**src/rtl/sopc_data_bus_pkg.sv**
```systemverilog
// Shared definitions for the SoPC data-side bus: FSM states, default address map
// and timeout, plus a helper for sizing slave index fields.
package sopc_data_bus_pkg;

    typedef enum logic [1:0] {
        BUS_IDLE   = 2'd0,
        BUS_ACCESS = 2'd1,
        BUS_RESP   = 2'd2
    } bus_state_e;

    localparam int DEF_NUM_SLAVES = 4;
    localparam int DEF_ADDR_W     = 32;
    localparam int DEF_DATA_W     = 32;
    localparam int DEF_TIMEOUT    = 15;

    // Slave 0 (RAM) sits in the LSBs; every default window is 16 MiB.
    localparam logic [DEF_NUM_SLAVES*DEF_ADDR_W-1:0] DEF_SLAVE_BASE =
        {32'h1000_0000, 32'h0400_0000, 32'h0200_0000, 32'h0000_0000};
    localparam logic [DEF_NUM_SLAVES*DEF_ADDR_W-1:0] DEF_SLAVE_MASK =
        {DEF_NUM_SLAVES{32'hFF00_0000}};

    function automatic int idx_width(input int n);
        return (n > 1) ? $clog2(n) : 1;
    endfunction

endpackage

```
**src/rtl/sopc_data_bus_addr_decoder.sv**
```systemverilog
// Combinational priority address decoder: maps a byte address onto a slave index,
// the lowest-numbered matching slave winning when windows overlap.
module sopc_data_bus_addr_decoder
    import sopc_data_bus_pkg::*;
#(
    parameter int NUM_SLAVES = DEF_NUM_SLAVES,
    parameter int ADDR_W     = DEF_ADDR_W,
    parameter int IDX_W      = idx_width(DEF_NUM_SLAVES),
    parameter logic [NUM_SLAVES*ADDR_W-1:0] SLAVE_BASE = DEF_SLAVE_BASE,
    parameter logic [NUM_SLAVES*ADDR_W-1:0] SLAVE_MASK = DEF_SLAVE_MASK
) (
    input  logic [ADDR_W-1:0] addr,
    output logic              hit,
    output logic [IDX_W-1:0]  idx
);

    // Scanning downwards lets the lowest matching index overwrite any higher one.
    always_comb begin
        hit = 1'b0;
        idx = '0;
        for (int i = NUM_SLAVES - 1; i >= 0; i--) begin
            if ((addr & SLAVE_MASK[i*ADDR_W +: ADDR_W]) == SLAVE_BASE[i*ADDR_W +: ADDR_W]) begin
                hit = 1'b1;
                idx = IDX_W'(i);
            end
        end
    end

endmodule

```
**src/rtl/sopc_data_bus.sv**
```systemverilog
// Data-side interconnect for the OpenMIPS SoPC: decodes CPU MEM-stage requests onto
// memory-mapped slaves, stalls the CPU across wait states and reports bus errors.
module sopc_data_bus
    import sopc_data_bus_pkg::*;
#(
    parameter int NUM_SLAVES = DEF_NUM_SLAVES,
    parameter int ADDR_W     = DEF_ADDR_W,
    parameter int DATA_W     = DEF_DATA_W,
    parameter logic [NUM_SLAVES*ADDR_W-1:0] SLAVE_BASE = DEF_SLAVE_BASE,
    parameter logic [NUM_SLAVES*ADDR_W-1:0] SLAVE_MASK = DEF_SLAVE_MASK,
    parameter int TIMEOUT    = DEF_TIMEOUT
) (
    input  logic                         clk,
    input  logic                         rst,
    input  logic                         cpu_ce_i,
    input  logic                         cpu_we_i,
    input  logic [ADDR_W-1:0]            cpu_addr_i,
    input  logic [DATA_W/8-1:0]          cpu_sel_i,
    input  logic [DATA_W-1:0]            cpu_data_i,
    output logic [DATA_W-1:0]            cpu_data_o,
    output logic                         cpu_stall_o,
    output logic                         cpu_err_o,
    output logic [NUM_SLAVES-1:0]        s_ce_o,
    output logic                         s_we_o,
    output logic [ADDR_W-1:0]            s_addr_o,
    output logic [DATA_W/8-1:0]          s_sel_o,
    output logic [DATA_W-1:0]            s_data_o,
    input  logic [NUM_SLAVES*DATA_W-1:0] s_data_i,
    input  logic [NUM_SLAVES-1:0]        s_ack_i
);

    localparam int IDX_W = idx_width(NUM_SLAVES);
    localparam int SEL_W = DATA_W / 8;
    localparam int CNT_W = $clog2(TIMEOUT + 1);
    localparam logic [CNT_W-1:0] CNT_LAST = CNT_W'(TIMEOUT - 1);
    localparam logic [CNT_W-1:0] CNT_MAX  = CNT_W'(TIMEOUT);

    bus_state_e        state, state_next;
    logic              we_q;
    logic [ADDR_W-1:0] addr_q;
    logic [SEL_W-1:0]  sel_q;
    logic [DATA_W-1:0] wdata_q;
    logic [IDX_W-1:0]  idx_q;
    logic [DATA_W-1:0] rdata_q;
    logic              err_q;
    logic [CNT_W-1:0]  cnt;

    logic              dec_hit;
    logic [IDX_W-1:0]  dec_idx;
    logic              ack_sel;
    logic [DATA_W-1:0] rdata_sel;
    logic              timed_out;

    sopc_data_bus_addr_decoder #(
        .NUM_SLAVES (NUM_SLAVES),
        .ADDR_W     (ADDR_W),
        .IDX_W      (IDX_W),
        .SLAVE_BASE (SLAVE_BASE),
        .SLAVE_MASK (SLAVE_MASK)
    ) u_decoder (
        .addr (cpu_addr_i),
        .hit  (dec_hit),
        .idx  (dec_idx)
    );

    // Only the latched slave's ack and data matter; the rest is cross-talk.
    assign ack_sel   = s_ack_i[idx_q];
    assign rdata_sel = s_data_i[idx_q*DATA_W +: DATA_W];
    assign timed_out = (cnt == CNT_LAST);

    always_ff @(posedge clk) begin
        if (rst) begin
            state   <= BUS_IDLE;
            we_q    <= 1'b0;
            addr_q  <= '0;
            sel_q   <= '0;
            wdata_q <= '0;
            idx_q   <= '0;
            rdata_q <= '0;
            err_q   <= 1'b0;
            cnt     <= '0;
        end else begin
            state <= state_next;
            case (state)
                BUS_IDLE: begin
                    if (cpu_ce_i && dec_hit) begin
                        we_q    <= cpu_we_i;
                        addr_q  <= cpu_addr_i;
                        sel_q   <= cpu_sel_i;
                        wdata_q <= cpu_data_i;
                        idx_q   <= dec_idx;
                        cnt     <= '0;
                    end else if (cpu_ce_i) begin
                        rdata_q <= '0;
                        err_q   <= 1'b1;
                    end
                end
                BUS_ACCESS: begin
                    if (ack_sel) begin
                        rdata_q <= we_q ? '0 : rdata_sel;
                        err_q   <= 1'b0;
                    end else if (timed_out) begin
                        rdata_q <= '0;
                        err_q   <= 1'b1;
                    end else if (cnt != CNT_MAX) begin
                        cnt <= cnt + 1'b1;
                    end
                end
                default: ;
            endcase
        end
    end

    always_comb begin
        state_next = state;
        case (state)
            BUS_IDLE:   if (cpu_ce_i) state_next = dec_hit ? BUS_ACCESS : BUS_RESP;
            BUS_ACCESS: if (ack_sel || timed_out) state_next = BUS_RESP;
            BUS_RESP:   state_next = BUS_IDLE;
            default:    state_next = BUS_IDLE;
        endcase
    end

    always_comb begin
        s_ce_o = '0;
        if (state == BUS_ACCESS) s_ce_o[idx_q] = 1'b1;
    end

    // RESP deliberately drops the stall so the CPU consumes the response that cycle.
    assign cpu_stall_o = !rst && ((state == BUS_IDLE && cpu_ce_i) || state == BUS_ACCESS);

    assign cpu_data_o = rdata_q;
    assign cpu_err_o  = err_q;
    assign s_we_o     = we_q;
    assign s_addr_o   = addr_q;
    assign s_sel_o    = sel_q;
    assign s_data_o   = wdata_q;

endmodule

```
**config.mk**
```make
export PLATFORM = sky130hd
export DESIGN_NAME = sopc_data_bus
export DESIGN_NICKNAME = d
export VERILOG_FILES = /design/src/rtl/sopc_data_bus_pkg.sv /design/src/rtl/sopc_data_bus_addr_decoder.sv /design/src/rtl/sopc_data_bus.sv
export SDC_FILE = /design/constraint.sdc
export NUM_CORES = 1
export LEC_CHECK = 0
export BUFFER_PORTS_ARGS = -buffer_cell sky130_fd_sc_hd__buf_2
export CAP_MARGIN = 5
export CORE_AREA = 2 2 120 122
export CTS_BUF_LIST = sky130_fd_sc_hd__clkbuf_8 sky130_fd_sc_hd__clkbuf_16
export DETAILED_ROUTE_END_ITERATION = 10
export DIE_AREA = 0 0 122 124
export GPL_TIMING_DRIVEN = 0
export MAX_ROUTING_LAYER = met4
export PLACE_DENSITY = 0.66
export SKIP_CTS_REPAIR_TIMING = 1
export SLEW_MARGIN = 15
export SYNTH_ARGS = -nofsm -noshare
export SYNTH_HDL_FRONTEND = slang
export SYNTH_SLANG_ARGS = --single-unit
```
**constraint.sdc**
```tcl
create_clock -name clk -period 4.02 [get_ports clk]
set_input_delay 0.201 -clock clk [delete_from_list [all_inputs] [get_ports clk]]
set_output_delay 0.201 -clock clk [all_outputs]
set_load 0.05 [all_outputs]
```
## Yosys cells after proc, flatten, opt, wreduce, memory -nomap -nowiden

Cells that the tools add are included.

- Bits in registers: 110
- Bits in latches: 0
- Memory bits (writable): 0
- Bits in read-only memories: 0
- Input bits: 204
- Output and inout bits: 107
- Word-level logic and storage cells: 74
- Memories: 0

- Add/sub/neg operators: 1
- Multiply operators: 0
- Div/mod/pow operators: 0
- $lt $le $gt $ge: 2
- Equal/unequal tests: 14
- Shift-type cells: 1
- Mux-type cells: 33
- Bitwise logic cells: 0
- Reduce and logical (&&, ||, !) cells: 14

Operators by type and width:

| kind | number |
|---|---|
| 2-to-1 mux 32 bit | 5 |
| variable part select 128 x 8 -> 32 bit | 1 |
| case mux 32 bit (2 select lines) | 1 |
| logical NOT 32 bit | 1 |
| 2-to-1 mux 4 bit | 5 |
| 2-to-1 mux 2 bit | 7 |
| inequality test 2 bit (second input constant) | 7 |
| 2-to-1 mux 1 bit | 10 |
| equality test 8 x 2 -> 1 bit (second input constant) | 1 |
| equality test 8 x 3 -> 1 bit (second input constant) | 1 |
| equality test 8 x 5 -> 1 bit (second input constant) | 1 |
| case mux 4 bit (2 select lines) | 1 |
| AND reduction 5 bit | 1 |
| adder 4 x 1 -> 4 bit (second input constant) | 1 |
| equality test 4 bit (second input constant) | 1 |
| logical AND 1 bit | 4 |
| inequality test 4 bit (second input constant) | 1 |
| case mux 2 bit (2 select lines) | 1 |
| AND reduction 2 bit | 2 |
| AND reduction 4 bit | 1 |
| less-than comparator 2 x 3 -> 1 bit (second input constant) | 1 |
| inequality test 3 bit (second input constant) | 1 |
| binary-select mux 1 bit (select 2 bit) | 1 |
| demux 1 bit (select 2 bit) | 1 |
| other kinds (7) | 8 |

## Logic depth before layout (Yosys ltp)

- Depth in word-level cells: 8
- Mapped depth: 8
- Depth with buffers taken out: 5

## By module

A second synthesis with hierarchy kept.

- Cells, all modules: 480
- Area, all modules: 4634.4 sq um

Modules (own cells, without submodules):

| module | times used | cells an instance | area an instance (sq um) | sequential area each (sq um) |
|---|---|---|---|---|
| sopc_data_bus | 1 | 473 | 4578.1 | 2202.1 |
| sopc_data_bus_addr_decoder | 1 | 7 | 56.3 | 0.0 |

## Worst setup path before layout

OpenSTA, ideal clock, no wires.

- Path kind: flip-flop to output port
- From: reg idx_q[1]
- To: out s_ce_o[2]
- Data arrival time: 1.620 ns
- Data required time: 3.819 ns
- Slack: 2.199 ns
- Stages on the path, launching flop included: 5
- Cell sequence: dfxtp_1 buf_2 buf_1 inv_1 nor2_1

- Longest elaborated chain between the ends: 5
- Elaborated cells between the ends (all ways): 6

Ends and longest elaborated chain:

| item | line | source |
|---|---|---|
| from (decl) | sopc_data_bus.sv:43 | `logic [IDX_W-1:0] idx_q;` |
| from (signal assigned) | sopc_data_bus.sv:91 | `idx_q <= dec_idx;` |
| less-than comparator 2 x 3 -> 1 bit (not written as such) / greater-or-equal comparator 2 x 1 -> 1 bit (equally long branches) | sopc_data_bus.sv:126 | `if (state == BUS_ACCESS) s_ce_o[idx_q] = 1'b1;` |
| logical AND 1 bit (not written as such) | sopc_data_bus.sv:126 |  |
| 2-to-1 mux 1 bit (not written as such) | sopc_data_bus.sv:126 |  |
| demux 1 bit (select 2 bit) * | sopc_data_bus.sv:126 |  |
| 2-to-1 mux 4 bit * | sopc_data_bus.sv:126 |  |
| to (decl) | sopc_data_bus.sv:23 | `output logic [NUM_SLAVES-1:0] s_ce_o,` |

Mark *: on every way between the ends. The rest lies on a longest branch, timed or not.

## Worst setup path in the final report

- From: reg idx_q[1]
- To: out s_ce_o[3]

The elaborated chain is that of the path after synthesis.

==> metrics.md <==
| Metric | Value |
|---|---|
| Status | finished clean |
| Reg2reg end | cpu_data_o[12] |
| Mean Syn Cell Area | 9.046 um2 |
| # setup viols final | 0 |
| Setup crit start kind | flop |
| DR pass1 iterations | 4 |
| Max-slew violations | 0 |
| Fraction of the yosys area taken by sequential cells | 0.4483 |
| Critical path class | reg2out |
| Initial DRC count | 246 |
| Peak Freq | 449.3 MHz |
| Register bit total from synthesis | 110 |
| CTS tree | done |
| Setup crit end | s_ce_o[3] |
| Clock-pin slew on the worst setup and hold paths | 0.08 ns |
| Final core occ | 0.5094 |
| Clock latency on the worst-skew pair | 0.35 ns |
| Die height | 124 um |
| Cells after DPL | 1031 |
| Hold Path Origin | cpu_data_i[14] |
| RSZ-0062 raised after global routing | false |
| Post-Route Hold Slack | 0.07572 ns |
| Area Growth Syn to Fin | 42.28% |
| Worst-path maximum fanout | 10 |
| Primary FF master, synth | dfxtp_1 |
| ANT nets after route | 0 |
| Mapped Cells | 543 |
| Vias | 5098 |
| # rows | 43 |
| Non-filler cells in the finished layout | 1048 |
| Fin nets | 1068 |
| Internal cell power | 1.706 mW |
| Post-synth top area share | 0.4483 |
| Routed WL per cell | 15.82 um |
| Yosys cell types | 38 |
| Most frequent cells in the layout | 322 x buf_2, 128 x nand2_1, 110 x dfxtp_1 |
| Grt ovf | 0 |
| Full die area | 15130 um2 |
| Leakage power | 3.180 nW |
| Worst EP arrival | 2.02 ns |
| Routability congestion estimate | 0.9787 |
| Worst Setup End Kind | output port |
| Skew final | 0.007714 ns |
| Tot GR Track Use | 0.2206 |
| PD cells | 319.2 nW/um2 |
| CP required | 3.82 ns |
| Ports | 311 |
| RR Startpoint | idx_q[1] |
| Port Buf Inserts | 308 |
| Synth top area cells | dfxtp_1 45%, mux4_2 15%, nand2_1 9.8% |
| Worst Max-Slew Pin Slew | 0.6281 ns |
| Finished Cell Area | 6989 um2 |
| Setup TNS | 0 ns |
| Cts bufs inserted | 9 |
| Crit path from | idx_q[1] |
| Worst min-delay path category | in2reg |
| Ys async rst share | 0 |
| Worst hold path depth | 3 |
| Worst R2R Path Depth | 6 |
| First-pass GRT wire length | 24960 um |
| Rel. slew slack | 0.5813 |
| Post-DP Area | 6679 um2 |
| Core Region | 13720 um2 |
| Die Wd | 122 um |
| Post-synth EDFFs | 0 |
| Max clock buf depth | 2 |
| Max Cap Viol | 0 |
| CTS sink count | 110 |
| Root Buffer | clkbuf_16 |
| Via-to-Cell Ratio | 4.865 |
| Filler cells | 1388 |
| DRT Wirelength | 16580 um |
| Initial antenna violation count | 1 |
| Post-Syn Area | 4912 um2 |
| HPWL Detailed | 13230 um |
| Peak VDD IR | 166.0 uV |
| Syn_nets | 749 |
| Remaining DRCs | 0 |
| Post-route clock period utilization | 0.5536 |
| Vias in the first global route | 4946 |
| Area leader, netlist | dfxtp_1 |
| Reg2Reg Setup Slack | 1.97 ns |
| Initial Utilization | 0.3580 |
| Layout cells sized above 1 | 0.4337 |
| Ys Warns | 0 |
| CTS H-Tree Depth | 3 |
| Sequential Power Share | 0.491 |
| Psw | 0.5254 mW |
| Clock share of power | 0.415 |
| Combinational power share | 0.094 |
| Sw frac | 0.2355 |
| Final Critical Period | 2.226 ns |
| Largest net degree at the start of global routing | 19 |
| Commonest non-fill, non-tap cell in the layout | buf_2 |
| Final hold vios | 0 |
[Yosys cell counts, drive strengths merged, types with 2 or more instances]
cell type	instances
a31oi	2
o211ai	5
ha	2
nand4	2
nand3	3
dfxtp	110
nand2	128
a211oi	3
mux4	33
or3	2
o32ai	32
and2	6
buf	18
nand3b	3
mux2	2
nor2	14
inv	66
o21ai	2
clkbuf	24
a21oi	72
[sequential cells by signal, indices dropped and copies added, names as in the netlist]
name        flops
s_sel_o         4
state           2
s_data_o       32
s_addr_o       32
idx_q           2
cpu_data_o     32
cnt             4
s_we_o          1
cpu_err_o       1
[power groups by stage]
stage | Clock, mW | Combinational [mW] | Sequential (mW)
2_1_floorplan | 0 | 0.0735 | 1.13
3_3_place_gp | 0 | 0.208 | 1.12
3_5_place_dp | 0 | 0.210 | 1.12
4_1_cts | 0.955 | 0.211 | 1.09
5_1_grt | 0.994 | 0.229 | 1.10
6_report | 0.927 | 0.209 | 1.09
[logic make-up after synthesis]
group | after synthesis | synth area share
buffers and inverters | 108 | 0.08762
adder cells (fa/ha/maj) | 2 | 0.005093
multiplexers | 35 | 0.1559
XOR/XNOR | 1 | 0.001783
AO/OA/AOI/OAI | 122 | 0.1612
flip-flops | 110 | 0.4483
AND/OR/NAND/NOR | 165 | 0.1401
[routing by layer]
metal | wire [um] | vias up | GRT usage
li1 | - | 2509 | -
met1 | 7117 | 2349 | 0.2684
met2 | 7884 | 212 | 0.3642
met3 | 1184 | 28 | 0.03984
met4 | 397 | 0 | 0.08908
met5 | 0 | - | -
[stage by stage]
stage	total power, mW	worst slack [ns]
2_1_floorplan	1.205	2.199
3_3_place_gp	1.329	1.827
3_5_place_dp	1.330	1.830
4_1_cts	2.261	1.764
5_1_grt	2.318	1.639
6_report	2.231	1.794
[worst max-delay path, cell delays in order, from the launching register on]
cell and delay [ns]:
dfxtp_1 0.37, buf_2 0.29, buf_1 0.50, inv_1 0.12, nor2_1 0.12, buf_2 0.27
[worst min path at each step]
| stage | to |
|---|---|
| after global placement | s_addr_o[29] |
| after CTS | s_addr_o[2] |
| after global routing | s_data_o[16] |
| after floorplan | s_addr_o[0] |
| after detailed placement | s_addr_o[30] |
| final | s_data_o[14] |
[layout make-up]
cell class                      count  area, um2  share of cell area
Inverter                           66      247.7             0.03545
Timing Repair Buffer              308       1541              0.2206
Clock buffer                       10      239.0             0.03419
Clock inverter                      6      68.82            0.009846
Sequential cell                   110       2202              0.3151
Multi-Input combinational cell    325       2280              0.3262
Buffer                             42      182.7             0.02614
Antenna cell                        1      2.502           0.0003580
Tap cell                          180      225.2             0.03222
Power figures use the tool's default switching activity.
